===== config.mk =====
export PLATFORM = sky130hd
export DESIGN_NAME = stump_shift_left_seq
export DESIGN_NICKNAME = d
export VERILOG_FILES = /design/src/rtl/stump_shift_left_seq.sv
export SDC_FILE = /design/constraint.sdc
export NUM_CORES = 1
export LEC_CHECK = 0
export BUFFER_PORTS_ARGS = -buffer_cell sky130_fd_sc_hd__buf_2
export CAP_MARGIN = 20
export CELL_PAD_IN_SITES_DETAIL_PLACEMENT = 1
export CELL_PAD_IN_SITES_GLOBAL_PLACEMENT = 1
export CORE_MARGIN = 4
export CORE_UTILIZATION = 40
export CTS_CLUSTER_SIZE = 40
export DETAILED_ROUTE_END_ITERATION = 8
export PLACE_DENSITY = 0.8
export SYNTH_ARGS = -nofsm -noshare
export SYNTH_HDL_FRONTEND = slang
export SYNTH_SLANG_ARGS = --single-unit

===== constraint.sdc =====
create_clock -name clk -period 1.9 [get_ports clk]
set_clock_uncertainty 0.15 [all_clocks]
set_input_delay 0.38 -clock clk [delete_from_list [all_inputs] [get_ports clk]]
set_output_delay 0.38 -clock clk [all_outputs]
set_load 0.05 [all_outputs]

===== src/rtl/stump_shift_left_seq.sv =====
// Multi-cycle left shifter (LSL / ROL / RLC), one bit per clock.
// Start/busy/done handshake; result and carry are held until the next accepted start.
module stump_shift_left_seq #(
    parameter int WIDTH = 16,
    parameter int CNT_W = 4
) (
    input  logic             clk,
    input  logic             rst,
    input  logic             start,
    input  logic [WIDTH-1:0] operand_A,
    input  logic             c_in,
    input  logic [1:0]       shift_op,
    input  logic [CNT_W-1:0] amount,
    output logic             busy,
    output logic             done,
    output logic [WIDTH-1:0] shift_out,
    output logic             c_out
);

    typedef enum logic [1:0] {
        ST_IDLE  = 2'b00,
        ST_SHIFT = 2'b01,
        ST_DONE  = 2'b10
    } state_t;

    localparam logic [CNT_W-1:0] CNT_ZERO = {CNT_W{1'b0}};
    localparam logic [CNT_W-1:0] CNT_ONE  = {{(CNT_W-1){1'b0}}, 1'b1};

    state_t             state_r;
    state_t             state_s;
    logic               accept_s;
    logic [CNT_W-1:0]   count_r;
    logic [1:0]         op_r;
    logic [WIDTH-1:0]   shift_out_r;
    logic               c_out_r;
    logic               busy_r;
    logic               done_r;
    logic [WIDTH:0]     step_s;

    // Single-bit left step of the {carry, value} pair; op 00 leaves both unchanged.
    function automatic logic [WIDTH:0] shift_step(
        input logic [WIDTH-1:0] value,
        input logic             carry,
        input logic [1:0]       op
    );
        logic [WIDTH:0] res;
        case (op)
            2'b01:   res = {value[WIDTH-1], value[WIDTH-2:0], 1'b0};
            2'b10:   res = {value[WIDTH-1], value[WIDTH-2:0], value[WIDTH-1]};
            2'b11:   res = {value[WIDTH-1], value[WIDTH-2:0], carry};
            default: res = {carry, value};
        endcase
        return res;
    endfunction

    // Next-state decode and start acceptance.
    always_comb begin
        state_s  = state_r;
        accept_s = 1'b0;
        case (state_r)
            ST_IDLE, ST_DONE: begin
                if (start) begin
                    accept_s = 1'b1;
                    if ((shift_op == 2'b00) || (amount == CNT_ZERO)) begin
                        state_s = ST_DONE;
                    end else begin
                        state_s = ST_SHIFT;
                    end
                end else begin
                    state_s = ST_IDLE;
                end
            end
            ST_SHIFT: begin
                if (count_r == CNT_ONE) begin
                    state_s = ST_DONE;
                end else begin
                    state_s = ST_SHIFT;
                end
            end
            default: begin
                state_s = ST_IDLE;
            end
        endcase
    end

    assign step_s = shift_step(shift_out_r, c_out_r, op_r);

    // State, handshake flags, counter and datapath registers.
    always_ff @(posedge clk or posedge rst) begin
        if (rst) begin
            state_r     <= ST_IDLE;
            busy_r      <= 1'b0;
            done_r      <= 1'b0;
            count_r     <= CNT_ZERO;
            op_r        <= 2'b00;
            shift_out_r <= {WIDTH{1'b0}};
            c_out_r     <= 1'b0;
        end else begin
            state_r <= state_s;
            busy_r  <= (state_s == ST_SHIFT);
            done_r  <= (state_s == ST_DONE);
            if (accept_s) begin
                shift_out_r <= operand_A;
                c_out_r     <= c_in;
                op_r        <= shift_op;
                count_r     <= amount;
            end else if (state_r == ST_SHIFT) begin
                // Leaving SHIFT at count 1 means count never wraps below zero.
                {c_out_r, shift_out_r} <= step_s;
                count_r                <= count_r - CNT_ONE;
            end else begin
                shift_out_r <= shift_out_r;
                c_out_r     <= c_out_r;
                count_r     <= count_r;
            end
        end
    end

    assign busy      = busy_r;
    assign done      = done_r;
    assign shift_out = shift_out_r;
    assign c_out     = c_out_r;

endmodule


# Yosys cells after proc, flatten, opt, wreduce, memory -nomap -nowiden
# Index checks and enable logic that the tools add are counted.
dict set report classes {
  n_mux 13
  n_eq_ne 8
  reduce_logical 8
  addsub 1
}
# cell n
set ops {}
lappend ops {{$pmux 17 s3} 1}
lappend ops {{$mux 16} 2}
lappend ops {{$eq 2x2->1 const B} 4}
lappend ops {{$mux 4} 2}
lappend ops {{$eq 2x1->1 const B} 3}
lappend ops {{$mux 2} 3}
lappend ops {{$eq 4x1->1 const B} 1}
lappend ops {{$logic_not 2->1} 2}
lappend ops {{$logic_not 4->1} 1}
lappend ops {{$mux 1} 4}
lappend ops {{$pmux 2 s2} 1}
lappend ops {{$reduce_bool 4->1} 1}
lappend ops {{$sub 4x1->4 const B} 1}
lappend ops {{$reduce_and 2->1} 1}
lappend ops {{$reduce_bool 2->1} 1}
lappend ops {{$reduce_or 2->1} 1}
lappend ops {{$logic_or 1x1->1} 1}
dict set report word_totals {
  ff_bits 27
  output_inout_bits 19
}

# Depth between registers and ports, before layout
# Gate-level depths: netlist of run 1.
dict set report depth {
  depth_word 6
  ltp_mapped 7
}

# Worst setup path before layout of run 1
# No wires, ideal clock.
dict set report synth_timing {
  path_type {reg2reg}
  startpoint {register op_r[0]}
  endpoint {register shift_out_r[7] (netlist: shift_out[7])}
  period_less_slack_ps 1735
  path_slack_ps 165
  setup_time_ps 125
  stages_incl_launch_ff 8
  t_arrival_ps 1460
  path_cell_list {dfrtp_1 -> inv_1 -> ha_1 -> nand2b_1 -> a21o_1 -> buf_6 -> buf_6 -> mux2_2}
}
dict set report synth_between {
  elab_chain_cells 3
}
# element line
set synth_rtl {}
lappend synth_rtl {{start, declared} 33} ;# logic [1:0] op_r;
lappend synth_rtl {{start signal, assigned} 105} ;# op_r <= shift_op;
lappend synth_rtl {{$eq 2x2->1 or $eq 2x1->1 (tied branches)} 47} ;# case (op)
lappend synth_rtl {{$reduce_bool 4->1 (no line) (*)} -}
lappend synth_rtl {{$reduce_and 2->1 (no line) (*)} -}
lappend synth_rtl {{end signal, assigned} 96} ;# shift_out_r <= {WIDTH{1'b0}};
lappend synth_rtl {{end signal, assigned} 103} ;# shift_out_r <= operand_A;
lappend synth_rtl {{end signal, assigned} 109} ;# {c_out_r, shift_out_r} <= step_s;
lappend synth_rtl {{end, declared} 34} ;# logic [WIDTH-1:0] shift_out_r;
# Mark *: on every way between the ends. The rest lies on a longest branch, timed or not.
# A chain may end at the register's enable or synchronous reset.

# Final worst setup path of run 1
dict set report layout_timing {
  startpoint {register op_r[0]}
  endpoint {register shift_out_r[8] (netlist: shift_out[8])}
}
# Same word-level chain as after synthesis.

==> impl_results.md, run 1 <==
- Status: complete, no violations
- Initial drt markers: 29
- DRT Pass-1 Iters: 4
- Initial Util: 0.425
- Hold_buf cts: 0
- Clock Pin Slew Worst Setup and Hold Paths: 0.09 ns
- Final Cycle Share: 0.940
- Most frequent cells in the layout: buf_2, dfrtp_1, mux2_4, mux2_2, nand2_1
- Total number of vias: 1,023
- Dpl hpwl: 2.40 mm
- CP required: 1.90 ns
- Final min period: 1.79 ns
- Share of layout cells above drive strength 1: 0.545
- Vias in the first global route: 1,067
- Syn avg cell area: 13.3 µm²
- Post-Syn Instances: 110
- CTS tree: yes
- Fin. Hold Viols: 0
- Critical Path Source Type: flop
- Fill count: 381
- Slew HR: 0.683
- Final Wtd Congestion: 0.758
- RSZ-0062 raised after global routing: no
- Unique masters post-synth: 28
- Max Root-Sink Buffers: 2
- ANT cells: 0
- Crit Path Category: flop to flop
- Final Slew Violations: 0
- Area delta synth->final: 21.9%
- Nature of the critical path endpoint: flop
- GRT Residual Overflow: 0
- Commonest non-fill, non-tap cell in the layout: buf_2
- Die H: 68.4 µm
- CP max FO: 16
- First-pass GRT wire length: 5.02 mm
- Yosys reg bits: 27
- Final #Nets: 187
- Port buffer count: 44
- Worst slew pin tran: 0.471 ns
- Initial antenna violation count: 0
- HP Class: input port to async pin
- Maximum capacitance violations: 0
- H-Tree Depth: 1
- IO Count: 45
- Final setup vio count: 0
- Rows: 21
- Synth Warn #: 0
- Post-DR wirelength/cell: 15.5 µm
- Synthesized area: 0.00146 mm²
- Total track usage: 0.141
- Avg Vias per Cell: 5.06
- CTS root buf: clkbuf_8
- Antenna-violating nets left: 0
- Syn Nets: 140
- Drt total wl: 3.14 mm
- Setup tns final: 0 ns
- Core area: 0.00344 mm²
- Clk_lat worst skew: 0.26 ns
- Sequential share of the synthesized area: 0.462
- FF-to-FF path depth: 6
- Post_cts resized: 0
- Die Area: 0.00468 mm²
- DRC viols: 0
- Die width: 68.4 µm
- Post-CTS setup buffer count: 0
- Largest net degree at the start of global routing: 28
- Total CTS buffers: 3
- Clk sinks: 27
- Fmax achieved: 560 MHz
- CP arrival: 1.79 ns
==> critical path, stage by stage, from the launching register on <==
cell and delay, ns:
dfrtp_1 0.36, inv_1 0.06, ha_1 0.28, nand2b_1 0.12
a21o_1 0.17, buf_12 0.17, mux2_2 0.35
==> synthesized netlist by cell type (all sizes together) <==
library cell | n | area (µm²)
nor2 | 5 | 18.8
inv | 4 | 15.0
mux2i | 1 | 10.0
nor4 | 1 | 6.26
nand2b | 3 | 18.8
nand2 | 7 | 26.3
clkbuf | 1 | 3.75
nor3b | 2 | 15.0
a211oi | 2 | 15.0
a211o | 1 | 8.76
dfrtp | 27 | 676
a21o | 1 | 7.51
a32o | 1 | 10.0
o32ai | 2 | 17.5
nor2b | 2 | 20.0
ha | 4 | 50.1
or3 | 1 | 6.26
o21ai | 2 | 10.0
buf | 5 | 56.3
a221oi | 1 | 8.76
and2 | 1 | 6.26
a221o | 3 | 30.0
nor3 | 1 | 5.00
mux2 | 32 | 420
==> cells by family after synthesis <==
group           share of synthesized area
simple gates                       0.0839
mux                                 0.295
buf+inv                            0.0514
fa+ha+maj                          0.0342
compound gates                     0.0736
flops                               0.462
==> state kept, by name (all words and copies together) (netlist names) <==
signal,flops
busy,1
c_out,1
count_r,4
done,1
op_r,2
shift_out,16
state_r,2
==> final timing paths <==
path | from | to | slack, ns
setup / recovery | op_r[0] | shift_out[8] | 0.11
hold / removal | rst | shift_out[10] | 0.02
setup reg to reg | op_r[0] | shift_out[8] | 0.11
hold reg to reg | op_r[1] | op_r[1] | 0.37
max in group asynchronous | rst | shift_out[13] | 1.32
min in group clk | shift_op[1] | op_r[1] | 0.18
==> routing by layer <==
| metal | vias to the layer above | part of all wire | GRT usage | wire length, µm |
|---|---|---|---|---|
| li1 | 486 | - | - | - |
| met1 | 502 | 0.42 | 0.174 | 1320 |
| met2 | 33 | 0.50 | 0.253 | 1580 |
| met3 | 2 | 0.072 | 0.0263 | 225 |
| met4 | 0 | 0.0035 | 0.0298 | 11 |
| met5 | - | 0 | 0 | 0 |
==> metrics by stage <==
step / setup WS [ns] / cell area, µm² / cells / hold slack, ns / utilization
2_1_floorplan: 0.165 / 1460 / 110 / 0.283 / -
6_report: 0.114 / 1780 / 202 / 0.0204 / 0.518
5_1_grt: 0.0169 / 1780 / 202 / 0.0514 / 0.518
3_3_place_gp: 0.145 / 1740 / 198 / 0.305 / 0.505
3_5_place_dp: 0.110 / 1740 / 198 / 0.320 / 0.505
4_1_cts: 0.0905 / 1780 / 202 / 0.0268 / 0.518
==> final cells by class <==
class | count | area, µm² | share of cell area
Multi-Input combinational cell | 73 | 713 | 0.400
Clock buffer | 4 | 45.0 | 0.0253
Sequential cell | 27 | 676 | 0.379
Tap cell | 46 | 57.6 | 0.0323
Inverter | 4 | 15.0 | 0.00843
Timing Repair Buffer | 48 | 275 | 0.154
Power of run 1 is not shown: default switching activity piles up to over one toggle a cycle in this logic, so the estimate is an artifact.
==> run 2: changes to the inputs <==
--- a/config.mk
+++ b/config.mk
@@ -9,11 +9,11 @@
 export CAP_MARGIN = 20
 export CELL_PAD_IN_SITES_DETAIL_PLACEMENT = 1
 export CELL_PAD_IN_SITES_GLOBAL_PLACEMENT = 1
-export CORE_MARGIN = 4
+export CORE_MARGIN = 5
 export CORE_UTILIZATION = 40
 export CTS_CLUSTER_SIZE = 40
 export DETAILED_ROUTE_END_ITERATION = 8
-export PLACE_DENSITY = 0.8
+export PLACE_DENSITY = 0.78
 export SYNTH_ARGS = -nofsm -noshare
 export SYNTH_HDL_FRONTEND = slang
 export SYNTH_SLANG_ARGS = --single-unit
==> run 2 against run 1 <==
Compared with the run above:
- critical path depth is the same
- register-to-register slack barely moved
- cell area up 0.35%
- core utilization decreased by 2.2 points
- routed wire length increased by 1.3%
- first-iteration DRC count up 10%
- via count grew 1.2%
==> impl_results.md, run 2 (same netlist as run 1, synthesis figures left out) <==
- Status: complete, no violations
- Die H: 70.4 µm (+2.9%)
- H-Tree Depth: 1 (unchanged)
- First-pass GRT wire length: 5.40 mm (+7.5%)
- Share of layout cells above drive strength 1: 0.551 (+0.00641)
- Area delta synth->final: 22.3%
- Final Cycle Share: 0.933 (-0.00688)
- Total number of vias: 1,035 (+1.2%)
- Antenna-violating nets left: 0 (unchanged)
- Drt total wl: 3.18 mm (+1.3%)
- Dpl hpwl: 2.44 mm (+1.9%)
- Fill count: 414 (+8.7%)
- Avg Vias per Cell: 5.07 (+0.18%)
- Rows: 22 (+4.8%)
- Initial drt markers: 32 (+10%)
- Slew HR: 0.634 (-0.0488)
- Total CTS buffers: 3 (unchanged)
- Post-DR wirelength/cell: 15.6 µm (+0.35%)
- Total track usage: 0.135 (-0.00564)
- Final hold slack: 0.000624 ns (-0.0198 ns)
- HP Class: input port to async pin
- ANT cells: 0 (unchanged)
- DRT Pass-1 Iters: 4 (unchanged)
- Final setup vio count: 0 (unchanged)
- Die Area: 0.00496 mm² (+5.9%)
- CP required: 1.91 ns (about the same)
- Hold_buf cts: 0 (unchanged)
- RSZ-0062 raised after global routing: no
- Nature of the critical path endpoint: flop
- Setup tns final: 0 ns (unchanged)
- Fin. Hold Viols: 0 (unchanged)
- GRT Residual Overflow: 0 (unchanged)
- IO Count: 45 (unchanged)
- Final #Nets: 187 (unchanged)
- Commonest non-fill, non-tap cell in the layout: buf_2
- Crit Path Category: flop to flop
- Largest net degree at the start of global routing: 28 (unchanged)
- Clock Pin Slew Worst Setup and Hold Paths: 0.09 ns (about the same)
- Maximum capacitance violations: 0 (unchanged)
- Core area: 0.00361 mm² (+4.8%)
- Final Wtd Congestion: 0.731 (-3.6%)
- Post_cts resized: 0 (unchanged)
- CP max FO: 16 (unchanged)
- Die width: 70.4 µm (+2.9%)
- Worst slew pin tran: 0.543 ns (+0.0726 ns)
- Vias in the first global route: 1,146 (+7.4%)
- Port buffer count: 44 (unchanged)
- Final Slew Violations: 0 (unchanged)
- Post-CTS setup buffer count: 0 (unchanged)
- Most frequent cells in the layout: buf_2, dfrtp_1, mux2_4, mux2_2, nand2_1
- Clk sinks: 27 (unchanged)
- Fmax achieved: 564 MHz (+0.74%)
- Final min period: 1.77 ns (-0.0131 ns)
- Max Root-Sink Buffers: 2 (unchanged)
- Critical Path Source Type: flop
- Max reg flops: 16 (unchanged)
- CP arrival: 1.79 ns (about the same)
- CTS root buf: clkbuf_8
- Initial Util: 0.405 (-0.0193)
- CTS tree: yes
- DRC viols: 0 (unchanged)
- Clk_lat worst skew: 0.27 ns (about the same)
- Initial antenna violation count: 0 (unchanged)
==> run 2: cell count changes in the layout (fill, tap and decap cells not counted), sizes merged <==
cell and change:
clkinvlp +1, clkbuf -1
==> run 2: final cells by class <==
class	count	area [µm²]	area share
inverter	4	15.0	0.00840
tap	48	60.1	0.0336
clock inverter	1	7.51	0.00420
clock buffer	3	41.3	0.0231
timing repair buffer	48	275	0.154
sequential	27	676	0.378
multi-input combinational	73	713	0.399
==> run 2: metrics by stage <==
stage               setup slack [ns]  instance area, µm²   util  cells
floorplan                      0.165                1460      -    110
finish                         0.127                1790  0.496    204
global route                  0.0202                1790  0.496    204
global placement               0.116                1740  0.482    200
detailed placement            0.0711                1740  0.482    200
CTS                            0.121                1790  0.496    204
==> run 2: final timing paths <==
check / startpoint / cells after the start / end / slack (ns)
setup / recovery: op_r[0] / 6 / shift_out[11] / 0.13
hold / removal: rst / 3 / shift_out[2] / 0.0006
setup reg to reg: op_r[0] / 6 / shift_out[11] / 0.13
hold reg to reg: op_r[1] / 2 / op_r[1] / 0.39
max in group asynchronous: rst / 3 / shift_out[9] / 1.35
min in group clk: shift_op[1] / 3 / op_r[1] / 0.16
==> run 2: layer usage <==
layer | global-route usage | vias to the layer above | part of all wire
met1 | 0.163 | 514 | 0.42
met4 | 0.0532 | 0 | 0.0085
met3 | 0.0230 | 2 | 0.062
li1 | - | 490 | -
met2 | 0.237 | 29 | 0.51
met5 | 0 | - | 0
==> run 2: worst max-delay path, stage by stage (launching register included) <==
cell and delay (ns):
dfrtp_1 0.36, inv_1 0.07, ha_1 0.29, nand2b_1 0.11, a21o_1 0.17, buf_12 0.17
mux2_2 0.34
Power of run 2 is left out for the same reason.
==> run 3: changes to the inputs <==
--- a/config.mk
+++ b/config.mk
@@ -10,10 +10,11 @@
 export CELL_PAD_IN_SITES_DETAIL_PLACEMENT = 1
 export CELL_PAD_IN_SITES_GLOBAL_PLACEMENT = 1
 export CORE_MARGIN = 5
-export CORE_UTILIZATION = 40
+export CORE_UTILIZATION = 41
+export CTS_BUF_LIST = sky130_fd_sc_hd__clkbuf_8
 export CTS_CLUSTER_SIZE = 40
 export DETAILED_ROUTE_END_ITERATION = 8
-export PLACE_DENSITY = 0.78
+export PLACE_DENSITY = 0.8
 export SYNTH_ARGS = -nofsm -noshare
 export SYNTH_HDL_FRONTEND = slang
 export SYNTH_SLANG_ARGS = --single-unit
==> run 3 against run 2 <==
Compared with the run above:
- sequential share of layout area is 0.21 points lower
- final cell count is 0.98% lower
- routed wire length is 3.9% higher
- non-clock buffer count stayed put
- cell area is 0.56% higher
- register-to-register slack hardly changed
- via count is 0.19% higher
- critical endpoint is now shift_out[10]
- highest routed layer unchanged
==> impl_results.md, run 3 (same netlist as run 1, synthesis figures left out) <==
- GRT Residual Overflow: 0 (unchanged)
- Share of layout cells above drive strength 1: 0.551 (unchanged)
- Die Area: 0.00486 mm² (-2.1%)
- DRT Pass-1 Iters: 2 (-2)
- Slew HR: 0.653 (+0.0184)
- CTS root buf: clkbuf_8
- Post-Layout Cell Count: 202 (-0.98%)
- FF-to-FF path depth: 6 (unchanged)
- Fmax achieved: 567 MHz (+0.56%)
- CP arrival: 1.78 ns (about the same)
- Antenna-violating nets left: 0 (unchanged)
- Initial antenna violation count: 0 (unchanged)
- HP Class: input port to async pin
- DR WL met3: 142 µm (-28%)
- Vias in the first global route: 1,155 (+0.79%)
- Largest stage delay on the critical path: 0.37 ns (about the same)
- DRC viols: 0 (unchanged)
- IO Count: 45 (unchanged)
- CTS tree: yes
- Internal reg-to-reg setup slack: 0.14 ns (about the same)
- H-Tree Depth: 1 (unchanged)
- Final #Nets: 187 (unchanged)
- Crit Path Category: flop to flop
- Avg Vias per Cell: 5.13 (+1.2%)
- Total number of vias: 1,037 (+0.19%)
- Fin. Hold Viols: 0 (unchanged)
- Die H: 69.7 µm (-1.1%)
- Total track usage: 0.145 (+0.00953)
- Initial Util: 0.431 (+0.0259)
- Drt total wl: 3.30 mm (+3.9%)
- Final Wtd Congestion: 0.765 (+4.7%)
- Max Root-Sink Buffers: 2 (unchanged)
- Dpl hpwl: 2.58 mm (+5.6%)
- Clk_lat worst skew: 0.27 ns (about the same)
- Worst slew pin tran: 0.516 ns (-0.0273 ns)
- Initial drt markers: 28 (-13%)
- Reg-to-Reg Start: op_r[0]
- Total CTS buffers: 3 (unchanged)
- Critical R2R Capture: shift_out[10]
- M1 WL: 1.43 mm (+7.9%)
- Area delta synth->final: 23.0%
- Final setup vio count: 0 (unchanged)
- Port buffer count: 44 (unchanged)
- Hold_buf cts: 0 (unchanged)
- Final Cycle Share: 0.928 (-0.00521)
- Nature of the critical path endpoint: flop
- CP required: 1.92 ns (about the same)
- Clock Pin Slew Worst Setup and Hold Paths: 0.10 ns (about the same)
- Worst path cell trace: inv_1, ha_1, nand2b_1, a21o_1, buf_12, mux2_2
- Die width: 69.7 µm (-1.1%)
- Post_cts resized: 0 (unchanged)
- Final Slew Violations: 0 (unchanged)
- ANT cells: 0 (unchanged)
- Critical Path Source Type: flop
- Post-DR wirelength/cell: 16.3 µm (+4.9%)
- Clk sinks: 27 (unchanged)
- Uppermost layer routed: met4
- Slowest-stage cell, CP: dfrtp_1
- Post-CTS setup buffer count: 0 (unchanged)
- Core area: 0.00339 mm² (-6.0%)
- Setup tns final: 0 ns (unchanged)
- RSZ-0062 raised after global routing: no
- Placed Cells: 198 (-1.0%)
- Largest net degree at the start of global routing: 28 (unchanged)
- Commonest non-fill, non-tap cell in the layout: buf_2
- Status: complete, no violations
- Most frequent cells in the layout: buf_2, dfrtp_1, mux2_4, mux2_2, nand2_1
- Max reg flops: 16 (unchanged)
- Maximum capacitance violations: 0 (unchanged)
- Final min period: 1.76 ns (-0.00990 ns)
- CP max FO: 16 (unchanged)
- Rows: 21 (-4.5%)
- First-pass GRT wire length: 5.81 mm (+7.5%)
- Met2 WL post-DR: 1.71 mm (+5.1%)
run 3: cell counts in the layout (fill, tap and decap cells not counted):
No cell type changed its count.
run 3: area by class of cell:
type                       instances  area [µm²]
multi-input combinational         73         713
inverter                           4        15.0
clock inverter                     1        7.51
timing repair buffer              48         288
clock buffer                       3        41.3
fill                             350        1590
sequential                        27         676
tap                               46        57.6
run 3: worst max path at each step:
stage,startpoint,endpoint,slack [ns],depth (start not counted)
after detailed placement,start,shift_out[11],0.09,5
final,op_r[0],shift_out[10],0.14,6
after global routing,op_r[0],shift_out[10],0.04,6
after CTS,op_r[0],shift_out[10],0.13,6
after global placement,start,shift_out[11],0.14,5
after floorplan,op_r[0],shift_out[7],0.17,7
run 3: metrics by stage:
| step | hold WS (ns) | worst slack [ns] | instance area [µm²] | utilization |
|---|---|---|---|---|
| 3_3_place_gp | 0.303 | 0.137 | 1750 | 0.516 |
| 3_5_place_dp | 0.320 | 0.0897 | 1750 | 0.516 |
| 5_1_grt | 0.0369 | 0.0437 | 1800 | 0.530 |
| 2_1_floorplan | 0.283 | 0.165 | 1460 | - |
| 6_report | 0.0105 | 0.137 | 1800 | 0.530 |
| 4_1_cts | 0.0150 | 0.133 | 1800 | 0.530 |
run 3: worst max-delay path: cells and delay by family (launching register included):
family | cells | cell delay [ns]
AOI/OAI and AO/OA | 1 | 0.17
adders and majority gates | 1 | 0.28
buffers and inverters | 2 | 0.23
DFF | 1 | 0.37
muxes | 1 | 0.35
and+or+nand+nor | 1 | 0.11
run 3: layer usage:
layer | GRT usage | up-vias
li1 | - | 489
met1 | 0.182 | 521
met2 | 0.252 | 25
met3 | 0.0290 | 2
met4 | 0.0383 | 0
met5 | 0 | -
Power of run 3 is left out for the same reason.
